## config.mk

```make
export PLATFORM = sky130hd
export DESIGN_NAME = pos_mask_decoder
export DESIGN_NICKNAME = d
export VERILOG_FILES = /design/src/rtl/pos_dec_pkg.sv /design/src/rtl/pos_onehot_dec.sv /design/src/rtl/pos_mask_decoder.sv
export SDC_FILE = /design/constraint.sdc
export NUM_CORES = 1
export LEC_CHECK = 0
export CORE_MARGIN = 10
export CORE_UTILIZATION = 50
export DETAILED_ROUTE_END_ITERATION = 8
export GPL_ROUTABILITY_DRIVEN = 1
export PLACE_DENSITY = 0.81
export SYNTH_ARGS = -nofsm -noshare
export SYNTH_HDL_FRONTEND = slang
export SYNTH_SLANG_ARGS = --single-unit
```

## constraint.sdc

```tcl
create_clock -name clk -period 3.5 [get_ports clk]
set_input_delay 0.7 -clock clk [delete_from_list [all_inputs] [get_ports clk]]
set_output_delay 0.7 -clock clk [all_outputs]
set_load 0.005 [all_outputs]
```

## src/rtl/pos_dec_pkg.sv

```systemverilog
// Shared definitions for the position-mask decoder: FSM state encoding
// and the default geometry constants used by the top level.
package pos_dec_pkg;

  // Default number of positions (width of the frame mask).
  localparam int NPOS_DEF  = 8;
  // Default width of the saturating beat counter.
  localparam int CNT_W_DEF = 4;

  // Two-state frame FSM: collect beats, then present the finished frame.
  typedef enum logic [0:0] {
    ST_ACCUM = 1'b0,
    ST_EMIT  = 1'b1
  } state_e;

endpackage : pos_dec_pkg

```

## src/rtl/pos_onehot_dec.sv

```systemverilog
// Combinational binary-position to one-hot decoder.
module pos_onehot_dec #(
  parameter int NPOS  = 8,
  parameter int POS_W = $clog2(NPOS)
) (
  input  logic [POS_W-1:0] i_pos,
  output logic [NPOS-1:0]  o_onehot
);

  // One comparator per output bit; exactly one bit is high for any legal position.
  for (genvar gi = 0; gi < NPOS; gi++) begin : g_bit
    assign o_onehot[gi] = (i_pos == POS_W'(gi));
  end

endmodule : pos_onehot_dec

```

## src/rtl/pos_mask_decoder.sv

```systemverilog
// Accumulates one-hot position beats into a per-frame mask with a saturating
// beat count and a repeated-position flag, then holds the finished frame
// until the consumer takes it. The next frame may start in the same cycle
// the previous one is handed off.
module pos_mask_decoder
  import pos_dec_pkg::*;
#(
  parameter int NPOS  = NPOS_DEF,
  parameter int CNT_W = CNT_W_DEF
) (
  input  logic                    clk,
  input  logic                    rst,
  input  logic                    in_valid,
  output logic                    in_ready,
  input  logic [$clog2(NPOS)-1:0] in_pos,
  input  logic                    in_last,
  output logic                    out_valid,
  input  logic                    out_ready,
  output logic [NPOS-1:0]         out_mask,
  output logic [CNT_W-1:0]        out_count,
  output logic                    out_dup
);

  localparam int POS_W = $clog2(NPOS);

  state_e           r_state;
  logic [NPOS-1:0]  r_acc_mask;
  logic [CNT_W-1:0] r_acc_count;
  logic             r_acc_dup;
  logic [NPOS-1:0]  r_out_mask;
  logic [CNT_W-1:0] r_out_count;
  logic             r_out_dup;

  logic [NPOS-1:0]  w_onehot;
  logic             w_beat;
  logic             w_frame;
  logic [NPOS-1:0]  w_new_mask;
  logic [CNT_W-1:0] w_new_count;
  logic             w_new_dup;

  pos_onehot_dec #(
    .NPOS  (NPOS),
    .POS_W (POS_W)
  ) u_dec (
    .i_pos    (in_pos),
    .o_onehot (w_onehot)
  );

  // In EMIT the block can only take a beat when the pending frame leaves
  // in the same cycle, so input readiness follows the consumer.
  assign in_ready  = (r_state == ST_ACCUM) ? 1'b1 : out_ready;
  assign out_valid = (r_state == ST_EMIT);
  assign out_mask  = r_out_mask;
  assign out_count = r_out_count;
  assign out_dup   = r_out_dup;

  assign w_beat  = in_valid && in_ready;
  assign w_frame = out_valid && out_ready;

  // The accumulator is always clear while in EMIT, so these "accumulator
  // plus this beat" values are correct in either state.
  assign w_new_mask  = r_acc_mask | w_onehot;
  assign w_new_dup   = r_acc_dup | (|(r_acc_mask & w_onehot));
  assign w_new_count = (&r_acc_count) ? r_acc_count : r_acc_count + CNT_W'(1);

  // Frame FSM, accumulator and output holding registers.
  always_ff @(posedge clk) begin
    if (rst) begin
      r_state     <= ST_ACCUM;
      r_acc_mask  <= '0;
      r_acc_count <= '0;
      r_acc_dup   <= 1'b0;
      r_out_mask  <= '0;
      r_out_count <= '0;
      r_out_dup   <= 1'b0;
    end else if (w_beat) begin
      if (in_last) begin
        // Frame closes: publish it and start the next one empty.
        r_out_mask  <= w_new_mask;
        r_out_count <= w_new_count;
        r_out_dup   <= w_new_dup;
        r_acc_mask  <= '0;
        r_acc_count <= '0;
        r_acc_dup   <= 1'b0;
        r_state     <= ST_EMIT;
      end else begin
        // Any beat taken in EMIT coincides with the frame handshake.
        r_acc_mask  <= w_new_mask;
        r_acc_count <= w_new_count;
        r_acc_dup   <= w_new_dup;
        r_state     <= ST_ACCUM;
      end
    end else if (w_frame) begin
      r_state <= ST_ACCUM;
    end
  end

endmodule : pos_mask_decoder

```

== Word-level counts from Yosys, hierarchy flattened ==
Index checks and enable logic that the tools add are counted.
Widths: inputs -> output; s select.

* Bitwise logic cells: 3
* Multiplexer cells: 8
* Equality and inequality tests: 7
* Reduce and logical (&&, ||, !) cells: 7
* Add/sub/neg operators: 1

{| class="wikitable"
|+ Operator list
! kind !! number
|-
| $eq 3x3->1 const B || 4
|-
| $and 8x8->8 || 1
|-
| $mux 4 || 2
|-
| $mux 8 || 1
|-
| $or 8x8->8 || 1
|-
| $reduce_or 8->1 || 1
|-
| $eq 3x2->1 const B || 2
|-
| $mux 1 || 5
|-
| $add 4x1->4 const B || 1
|-
| $reduce_and 4->1 || 1
|-
| $eq 3x1->1 const B || 1
|-
| $logic_not 3->1 || 1
|-
| $logic_and 1x1->1 || 2
|-
| $reduce_and 2->1 || 1
|-
| $reduce_bool 2->1 || 1
|-
| $or 1x1->1 || 1
|}

* Bits in registers: 27
* Word-level logic and storage cells: 33
* Output and inout bits: 15
* Input port bits: 8

== Depth between registers and ports, before layout ==
Gate-level depths: netlist of run 1.

* Depth in word-level cells: 5
* Depth in mapped cells: 7
* Depth with buffers taken out: 5

== Hierarchy ==
Synthesis of run 1 repeated with hierarchy kept, for this count alone.

* Cells, all modules: 131
* Area, all modules: 1142.3 um^2

{| class="wikitable"
|+ By module, submodules not included
! module !! seq. area each (um^2) !! instances !! area each (um^2) !! cells each
|-
| pos_mask_decoder || 540.5 || 1 || 1077.3 || 123
|-
| pos_onehot_dec || 0.0 || 1 || 65.1 || 8
|}

== Least setup slack after synthesis of run 1 ==
No wires, ideal clock.

* Path kind: input to register
* Start: in in_pos[1]
* End: reg r_out_dup, in the netlist out_dup
* Stages on the path: 5
* Setup slack: 1.805 ns
* Setup time: 0.136 ns
* Arrival time: 1.559 ns
* Required time: 3.364 ns
* Path buffers: 1
* Path through: buf_6 > mux2i_4 > o221ai_2 > a2111oi_4 > a211oi_2

* Longest elaborated chain between the ends: 4
* Elaborated cells on any way between the ends: 11
* Classes of those cells: eq/ne: 7; bitwise: 2; reduce/logical: 2

{| class="wikitable"
|+ Ends and longest elaborated chain
! element !! RTL line !! text
|-
| from (decl) || pos_mask_decoder.sv:15 || <nowiki>input logic [$clog2(NPOS)-1:0] in_pos,</nowiki>
|-
| $eq 3x1->1, or another cell as far along || pos_onehot_dec.sv:12 || <nowiki>assign o_onehot[gi] = (i_pos == POS_W'(gi));</nowiki>
|-
| $and 8x8->8 * || pos_mask_decoder.sv:63 || <nowiki>assign w_new_dup = r_acc_dup | (|(r_acc_mask & w_onehot));</nowiki>
|-
| $reduce_or 8->1 * || pos_mask_decoder.sv:63 ||
|-
| $or 1x1->1 * || pos_mask_decoder.sv:63 ||
|-
| to (signal assigned) || pos_mask_decoder.sv:81 || <nowiki>r_out_dup <= w_new_dup;</nowiki>
|-
| to (decl) || pos_mask_decoder.sv:32 || <nowiki>logic r_out_dup;</nowiki>
|}

Mark *: on every way between the ends. The rest lies on a longest branch, timed or not.
A chain may end at the register's enable or synchronous reset.

== Worst setup path in the final report of run 1 ==
* Start: in out_ready
* End: out in_ready

* Longest elaborated chain between the ends: 1

{| class="wikitable"
|+ Ends and longest elaborated chain
! element !! RTL line !! text
|-
| from (decl) || pos_mask_decoder.sv:18 || <nowiki>input logic out_ready,</nowiki>
|-
| $mux 1 || pos_mask_decoder.sv:51 || <nowiki>assign in_ready = (r_state == ST_ACCUM) ? 1'b1 : out_ready;</nowiki>
|-
| to (decl) || pos_mask_decoder.sv:14 || <nowiki>output logic in_ready,</nowiki>
|}

Every way passes these cells.

==> results.md, run 1 <==
* Status: complete, no violations
* Total global-route track usage at between 10% and 20%
* Synth warn at 0
* Die X at roughly 70 um
* Pwr dens at 380 nW/um^2
* Slew HR at 31.3%
* H-tree lvl count at 1
* Initial antenna violation count at 0
* Global-route wire length before repair at 4710 um
* CP Data Arrival Time at approximately 1.9 ns
* Final setup vio count at 0
* Routability cong. at around 0.87
* Compound-Gate Fraction of Synth Area at 19.6%
* Critical path buffers and inverters at 2
* DRT Pass-1 Iters at 5
* Met1 Use GR at 13.7%
* Yosys reg bits at 27
* Delay-heaviest family, CP: buffers and inverters
* Antenna-violating nets left at 0
* Clock buffer count from CTS at 3
* Per-cell routed wire length at around 15 um
* Critical path, cell by cell: clkdlybuf4s50_1 -> nand2b_1 -> clkdlybuf4s50_1
* Hold Vio Cnt, Final at 0
* Total power at between 0.5 and 0.6 mW
* Site Rows at 18
* Sequential-to-total area share from yosys stat at 42.6%
* Worst Tran Pin Value at roughly 1 ns
* Met2 Resource Use GR at 16.8%
* Avg Cell Area, Syn at 9.06 um^2
* LEAKAGE at around 0.49 nW
* Max_cap viols at 0
* Area share of xor/xnor cells in the synthesized design at less than 1%
* Clk pwr share at about 25%
* Critical path class: input pin to primary output
* Hold path start: out_count[2]
* Die height at 70.4 um
* F_max at about 0.38 GHz
* Area share of and/or/nand/nor cells after synthesis at about 24%
* DP Area at about 1400 um^2
* NumNets Final at approximately 160
* Clk slew on worst S/H paths at ~0.15 ns
* Avg Vias per Cell at between 5 and 6
* Yosys cell types at 33
* Synth Area in Adders at less than 1%
* CP required at approximately 2.8 ns
* Core area at between 2000 and 2500 um^2
* Startpoint Class: input pin
* Final wirelength at 2730 um
* Layout cells sized above 1 at under 10%
* M3 GR Usage at between 4 and 5%
* Setup bufs post-CTS at 0
* DR vias at roughly 1100
* RR Startpoint: out_valid
* Final Cell Area at about 1500 um^2
* Antenna Diode Count at 0
* DRC at 0
* Worst Setup End Kind: primary output
* Clk buf depth at 2
* Synthesized area at between 1000 and 1500 um^2
* Number of buffers inserted by port buffering at 22
* GRT overflow at 0
* Final WS setup at roughly 0.86 ns
* Dpl hpwl at slightly below 2000 um
* Combinational share of power at approximately 16%
* Top-level I/O count at 23
* First-iteration detailed-routing DRC count at 85
* HP Class: flop to flop
* Pins Over Slew Limit at 0
* Die area at 4950 um^2
* P_sw at around 0.15 mW
* Unrepaired setup endpoints after global routing: no
* Int Pwr at a little over 0.4 mW
* Fin util at around three fifths
* Vias in the first global route at around 980
* Sw Ratio at a little over a quarter
* # hold bufs at CTS at 0
* Pin count of the biggest net entering global routing at 28
* Proportion of synthesized area in mux cells at under 10%
* Sink Count at 27
* Reg power frac at between 50% and 60%
* Layout area overhead at 15.3%
* CP startpoint: out_ready
* Worst vdd ir at ~0.24 mV
* Setup TNS at 0 ns
* Post-Syn Nets at approximately 150
* Largest family of logic cells by synthesized area: simple AND/OR/NAND/NOR gates
* CTS tree: built
* Slowest stage delay, CP at roughly 0.57 ns
* CTS root buf: clkbuf_4
* Final setup skew at between 0.006 and 0.007 ns
* Critical-path top delay cell: clkdlybuf4s50_1
* Setup slack at placement at around 0.81 ns
* Clock Latency Late Sink at around 0.33 ns
* Initial Util at between 50% and 60%
* Cell mode on critical path: clkdlybuf4s50_1
* Tmin final at approximately 2.6 ns
* Crit path max fanout at 8
* Fin crit share at 75.5%
* CTS resizes at 0
* GRT busiest layer: met2
* Gate count of the mapped netlist at 140
## per-layer routing
| metal | share of wire, % | vias to the layer above |
|---|---|---|
| met2 | 46 | 35 |
| met3 | 8.7 | 4 |
| met4 | 1.2 | 0 |
| li1 | - | 536 |
| met5 | 0 | - |
| met1 | 44 | 494 |
## path summary, 6_finish.rpt
check | end | slack, ns | depth (start not counted)
setup / recovery | in_ready | 0.86 | 3
hold / removal | out_count[2] | 0.47 | 2
hold reg to reg | out_count[2] | 0.47 | 2
setup reg to reg | out_mask[6] | 1.98 | 4
## logic make-up after synthesis
family | count (synthesis)
AOI/OAI and AO/OA | 32
muxes | 4
and+or+nand+nor | 61
xor gates and xnor gates | 1
adders and majority gates | 1
buffers and inverters | 14
DFF | 27
## registers in the layout, summed over array words and instances (netlist names)
| name | count |
|---|---|
| r_acc_mask | 8 |
| out_count | 4 |
| r_acc_dup | 1 |
| out_dup | 1 |
| out_mask | 8 |
| out_valid | 1 |
| r_acc_count | 4 |
## cells in the final DEF (no fill, tap or decap)
| cell type | synthesis | routed |
|---|---|---|
| nand3_1 | 2 | 2 |
| nand3b_1 | 1 | 1 |
| nand4_1 | 2 | 2 |
| clkinvlp_4 | 0 | 1 |
| clkbuf_4 | 0 | 3 |
| and3b_1 | 1 | 1 |
| a2111oi_4 | 1 | 1 |
| inv_1 | 1 | 1 |
| a211oi_1 | 4 | 4 |
| and2_1 | 1 | 1 |
| clkdlybuf4s50_1 | 0 | 22 |
| o221ai_2 | 1 | 1 |
| mux2i_4 | 1 | 1 |
| nor3_1 | 21 | 21 |
| nor2_1 | 15 | 15 |
| nand2b_1 | 3 | 3 |
| nor2b_1 | 3 | 3 |
| a21boi_0 | 1 | 1 |
| xor2_1 | 1 | 1 |
| nand4b_1 | 1 | 1 |
| a211oi_2 | 3 | 3 |
| mux2i_1 | 3 | 3 |
| a31oi_1 | 7 | 7 |
| dfxtp_1 | 27 | 27 |
| nor3_2 | 1 | 1 |
| a21oi_1 | 10 | 10 |
| nand2_1 | 9 | 9 |
| a41oi_1 | 2 | 2 |
| o211ai_1 | 2 | 2 |
| ha_1 | 1 | 1 |
| o21ai_0 | 1 | 1 |
| and3_4 | 1 | 1 |
## metrics by stage
step	hold slack, ns	std cells
floorplan	0.448	140
global placement	0.443	179
detailed placement	0.458	179
CTS	0.480	183
global route	0.504	183
finish	0.475	183
## synthesized netlist by cell type
library cell  instances  share of area, %
buf_2                 3               1.2
a211oi_2              3               3.0
a21boi_0              1              0.59
nand2b_1              3               1.5
a2111oi_4             1               2.2
buf_6                 5               4.4
buf_4                 1              0.59
and2_1                1              0.49
dfxtp_1              27                43
mux2i_4               1               1.8
nor2_1               15               4.4
o221ai_2              1               1.2
a41oi_1               2               1.4
ha_1                  1              0.99
inv_1                 1              0.30
and3_4                1              0.89
a211oi_1              4               2.4
nand2_1               9               2.7
nand3_1               2              0.79
o21ai_0               1              0.39
nor3_1               21               8.3
nor3_2                1              0.79
nand4b_1              1              0.69
and3b_1               1              0.69
a31oi_1               7               3.5
xor2_1                1              0.69
clkbuf_1              4               1.2
mux2i_1               3               2.4
nand4_1               2              0.99
nand3b_1              1              0.59
a21oi_1              10               3.9
nor2b_1               3               1.5
o211ai_1              2               1.2
## area by class of cell
class	instances	area [um^2]
Clock inverter	1	7.51
Timing Repair Buffer	22	220
Tap cell	30	37.5
Clock buffer	3	22.5
Multi-Input combinational cell	99	631
Sequential cell	27	541
Fill cell	211	992
Inverter	1	3.75
## worst reg2reg max path, stage by stage, from the launching register on
cell and delay (ns):
dfxtp_1 0.34, nand2b_1 0.20, nand3_1 0.40, a211oi_1 0.39
nor3_1 0.07
## power by group through the flow
| stage | Combinational (mW) | Clock, mW | Sequential [mW] |
|---|---|---|---|
| 6_report | 0.0872 | 0.141 | 0.328 |
| 5_1_grt | 0.0974 | 0.154 | 0.330 |
| 4_1_cts | 0.0876 | 0.144 | 0.328 |
| 3_5_place_dp | 0.0873 | 0 | 0.335 |
| 3_3_place_gp | 0.0858 | 0 | 0.334 |
| 2_1_floorplan | 0.0579 | 0 | 0.335 |
No activity file was read; power rests on OpenSTA's default activity.
==> run 2, diff against run 1 <==
clock period = 2.5 ns   (was 3.5 ns; I/O delays follow)
==> results.md, run 2 (same netlist as run 1, synthesis figures left out) <==
* Critical path buffers and inverters at 2 (unchanged)
* Sw Ratio at 26.6% (was 27.1%)
* Dpl cells at 182 (was 179)
* HP Class: flop to flop (unchanged)
* Pwr dens at 523 nW/um^2 (was 380 nW/um^2)
* Setup TNS at 0 ns (unchanged)
* P_sw at 0.206 mW (was 0.151 mW)
* Final wirelength at 2860 um (was 2730 um)
* Max_cap viols at 0 (unchanged)
* Core area at 2450 um^2 (unchanged)
* Tmin final at 2.25 ns
* Worst reg2reg path endpoint: r_acc_count[1] (was out_mask[6])
* Site Rows at 18 (unchanged)
* Final-layout fill cell count at 225 (was 211)
* Critical path, cell by cell: clkdlybuf4s50_1 -> nand2b_1 -> clkdlybuf4s50_1 (unchanged)
* DR vias at 1083 (was 1069)
* Sink Count at 27 (unchanged)
* Startpoint Class: input pin (unchanged)
* DRC at 0 (unchanged)
* Die X at 70.4 um (unchanged)
* Layout cells sized above 1 at 9.62% (was 7.84%)
* First-iteration detailed-routing DRC count at 74 (was 85)
* Combinational share of power at 16.4% (was 15.7%)
* CTS resizes at 0 (unchanged)
* Initial antenna violation count at 0 (unchanged)
* R2r worst-path depth at 5 (was 4)
* Die area at 4950 um^2 (unchanged)
* Slew HR at 67.4% (was 31.3%)
* Clk slew on worst S/H paths at 0.15 ns (about the same)
* Total power at 0.775 mW (was 0.556 mW)
* Number of buffers inserted by port buffering at 22 (unchanged)
* # hold bufs at CTS at 0 (unchanged)
* Clock buffer count from CTS at 3 (unchanged)
* CP Data Arrival Time at 1.75 ns (was 1.94 ns)
* Fin util at 60.4% (was 59.6%)
* Avg Vias per Cell at 5.82 (was 5.84)
* Clk pwr share at 24.4% (was 25.3%)
* Critical path class: input pin to primary output (unchanged)
* Layout area overhead at 16.9% (was 15.3%)
* Hold depth at 2 (unchanged)
* CTS root buf: clkbuf_4 (unchanged)
* Final setup skew at 0.00599 ns (was 0.00644 ns)
* Setup slack at placement at 0.251 ns (was 0.814 ns)
* Fin crit share at approximately 90%
* Cell mode on critical path: clkdlybuf4s50_1 (unchanged)
* DP Area at 1460 um^2 (was 1430 um^2)
* Per-cell routed wire length at 15.3 um (was 14.9 um)
* Reg power frac at 59.3% (was 59.0%)
* Int Pwr at 0.569 mW (was 0.405 mW)
* RR Startpoint: r_acc_count[0] (was out_valid)
* Final Cell Area at 1480 um^2 (was 1460 um^2)
* Hold WS at 0.470 ns (was 0.475 ns)
* NumNets Final at 166 (was 163)
* Top-level I/O count at 23 (unchanged)
* Dpl hpwl at 2060 um (was 1950 um)
* Worst Setup End Kind: primary output (unchanged)
* Commonest non-fill, non-tap cell in the layout: dfxtp_1 (unchanged)
* Critical-path top delay cell: clkdlybuf4s50_1 (unchanged)
* Routability cong. at 0.813 (was 0.871)
* LEAKAGE at 0.508 nW (was 0.489 nW)
* Worst vdd ir at 0.344 mV (was 0.237 mV)
* Clk buf depth at 2 (unchanged)
* Final setup vio count at 0 (unchanged)
* Total global-route track usage at 11.4% (was 11.1%)
* Global-route wire length before repair at 4840 um (was 4710 um)
* Status: complete, no violations (unchanged)
* Hold Path End: out_count[0] (was out_count[2])
* Pin count of the biggest net entering global routing at 28 (unchanged)
* Unrepaired setup endpoints after global routing: no (unchanged)
* Hold path start: out_count[0] (was out_count[2])
* CP required at 2.00 ns (was 2.80 ns)
* Final Non-Filler Cells at 186 (was 183)
* Hold Vio Cnt, Final at 0 (unchanged)
* Setup bufs post-CTS at 0 (unchanged)
* Antenna-violating nets left at 0 (unchanged)
* Clock Latency Late Sink at 0.32 ns (was 0.33 ns)
* Crit path max fanout at 8 (unchanged)
* Pins Over Slew Limit at 0 (unchanged)
* Slowest stage delay, CP at 0.56 ns (was 0.57 ns)
* Most frequent cells in the layout: 27 x dfxtp_1, 22 x clkdlybuf4s50_1, 21 x nor3_1 (unchanged)
* DRT Pass-1 Iters at 4 (was 5)
* H-tree lvl count at 1 (unchanged)
* Initial Util at 51.7% (unchanged)
* Die height at 70.4 um (unchanged)
* F_max at 0.445 GHz
* GRT overflow at 0 (unchanged)
* Final WS setup at 0.252 ns (was 0.857 ns)
* CTS tree: built (unchanged)
* Worst Tran Pin Value at 0.487 ns (was 1.03 ns)
* R2r setup slk at 0.98 ns (was 1.98 ns)
* Antenna Diode Count at 0 (unchanged)
* Delay-heaviest family, CP: buffers and inverters (unchanged)
* Vias in the first global route at 1043 (was 984)
-- run 2: worst max path at each step --
stage | endpoint | start | cells after the start
2_1_floorplan | out_dup | in_pos[1] | 5
3_3_place_gp | in_ready | out_ready | 3
3_5_place_dp | out_dup | in_pos[1] | 5
4_1_cts | in_ready | out_ready | 3
5_1_grt | in_ready | out_ready | 3
6_report | in_ready | out_ready | 3
-- run 2: layout make-up --
class | instances | area, um^2 | share of cell area [%]
timing repair buffer | 25 | 243 | 16.4
multi-input combinational | 99 | 631 | 42.5
sequential | 27 | 541 | 36.5
clock buffer | 3 | 22.5 | 1.52
tap | 30 | 37.5 | 2.53
inverter | 1 | 3.75 | 0.253
clock inverter | 1 | 5.00 | 0.338
-- run 2: tightest hold or removal path, delay by kind of cell, from the launching register on --
kind,cells,cell delay [ns]
simple gates,1,0.05
compound gates,1,0.05
flops,1,0.34
-- run 2: layer usage --
layer	GRT usage, %	up-vias	wire [um]
li1	-	540	-
met1	13.2	513	1190
met2	18.5	28	1410
met3	4.10	2	234
met4	4.61	0	20
met5	0	-	0
-- run 2: power groups by stage --
stage / sequential (mW) / combinational [mW] / clock [mW]
2_1_floorplan: 0.468 / 0.0811 / 0
3_3_place_gp: 0.468 / 0.124 / 0
3_5_place_dp: 0.469 / 0.127 / 0
4_1_cts: 0.460 / 0.128 / 0.193
5_1_grt: 0.463 / 0.138 / 0.214
6_report: 0.459 / 0.127 / 0.189
==> run 3, diff against run 2 <==
SLEW_MARGIN = 30   (was not set)
==> results of run 3 <==
No change in the layout: final DEF, timing and power equal those of run 2.
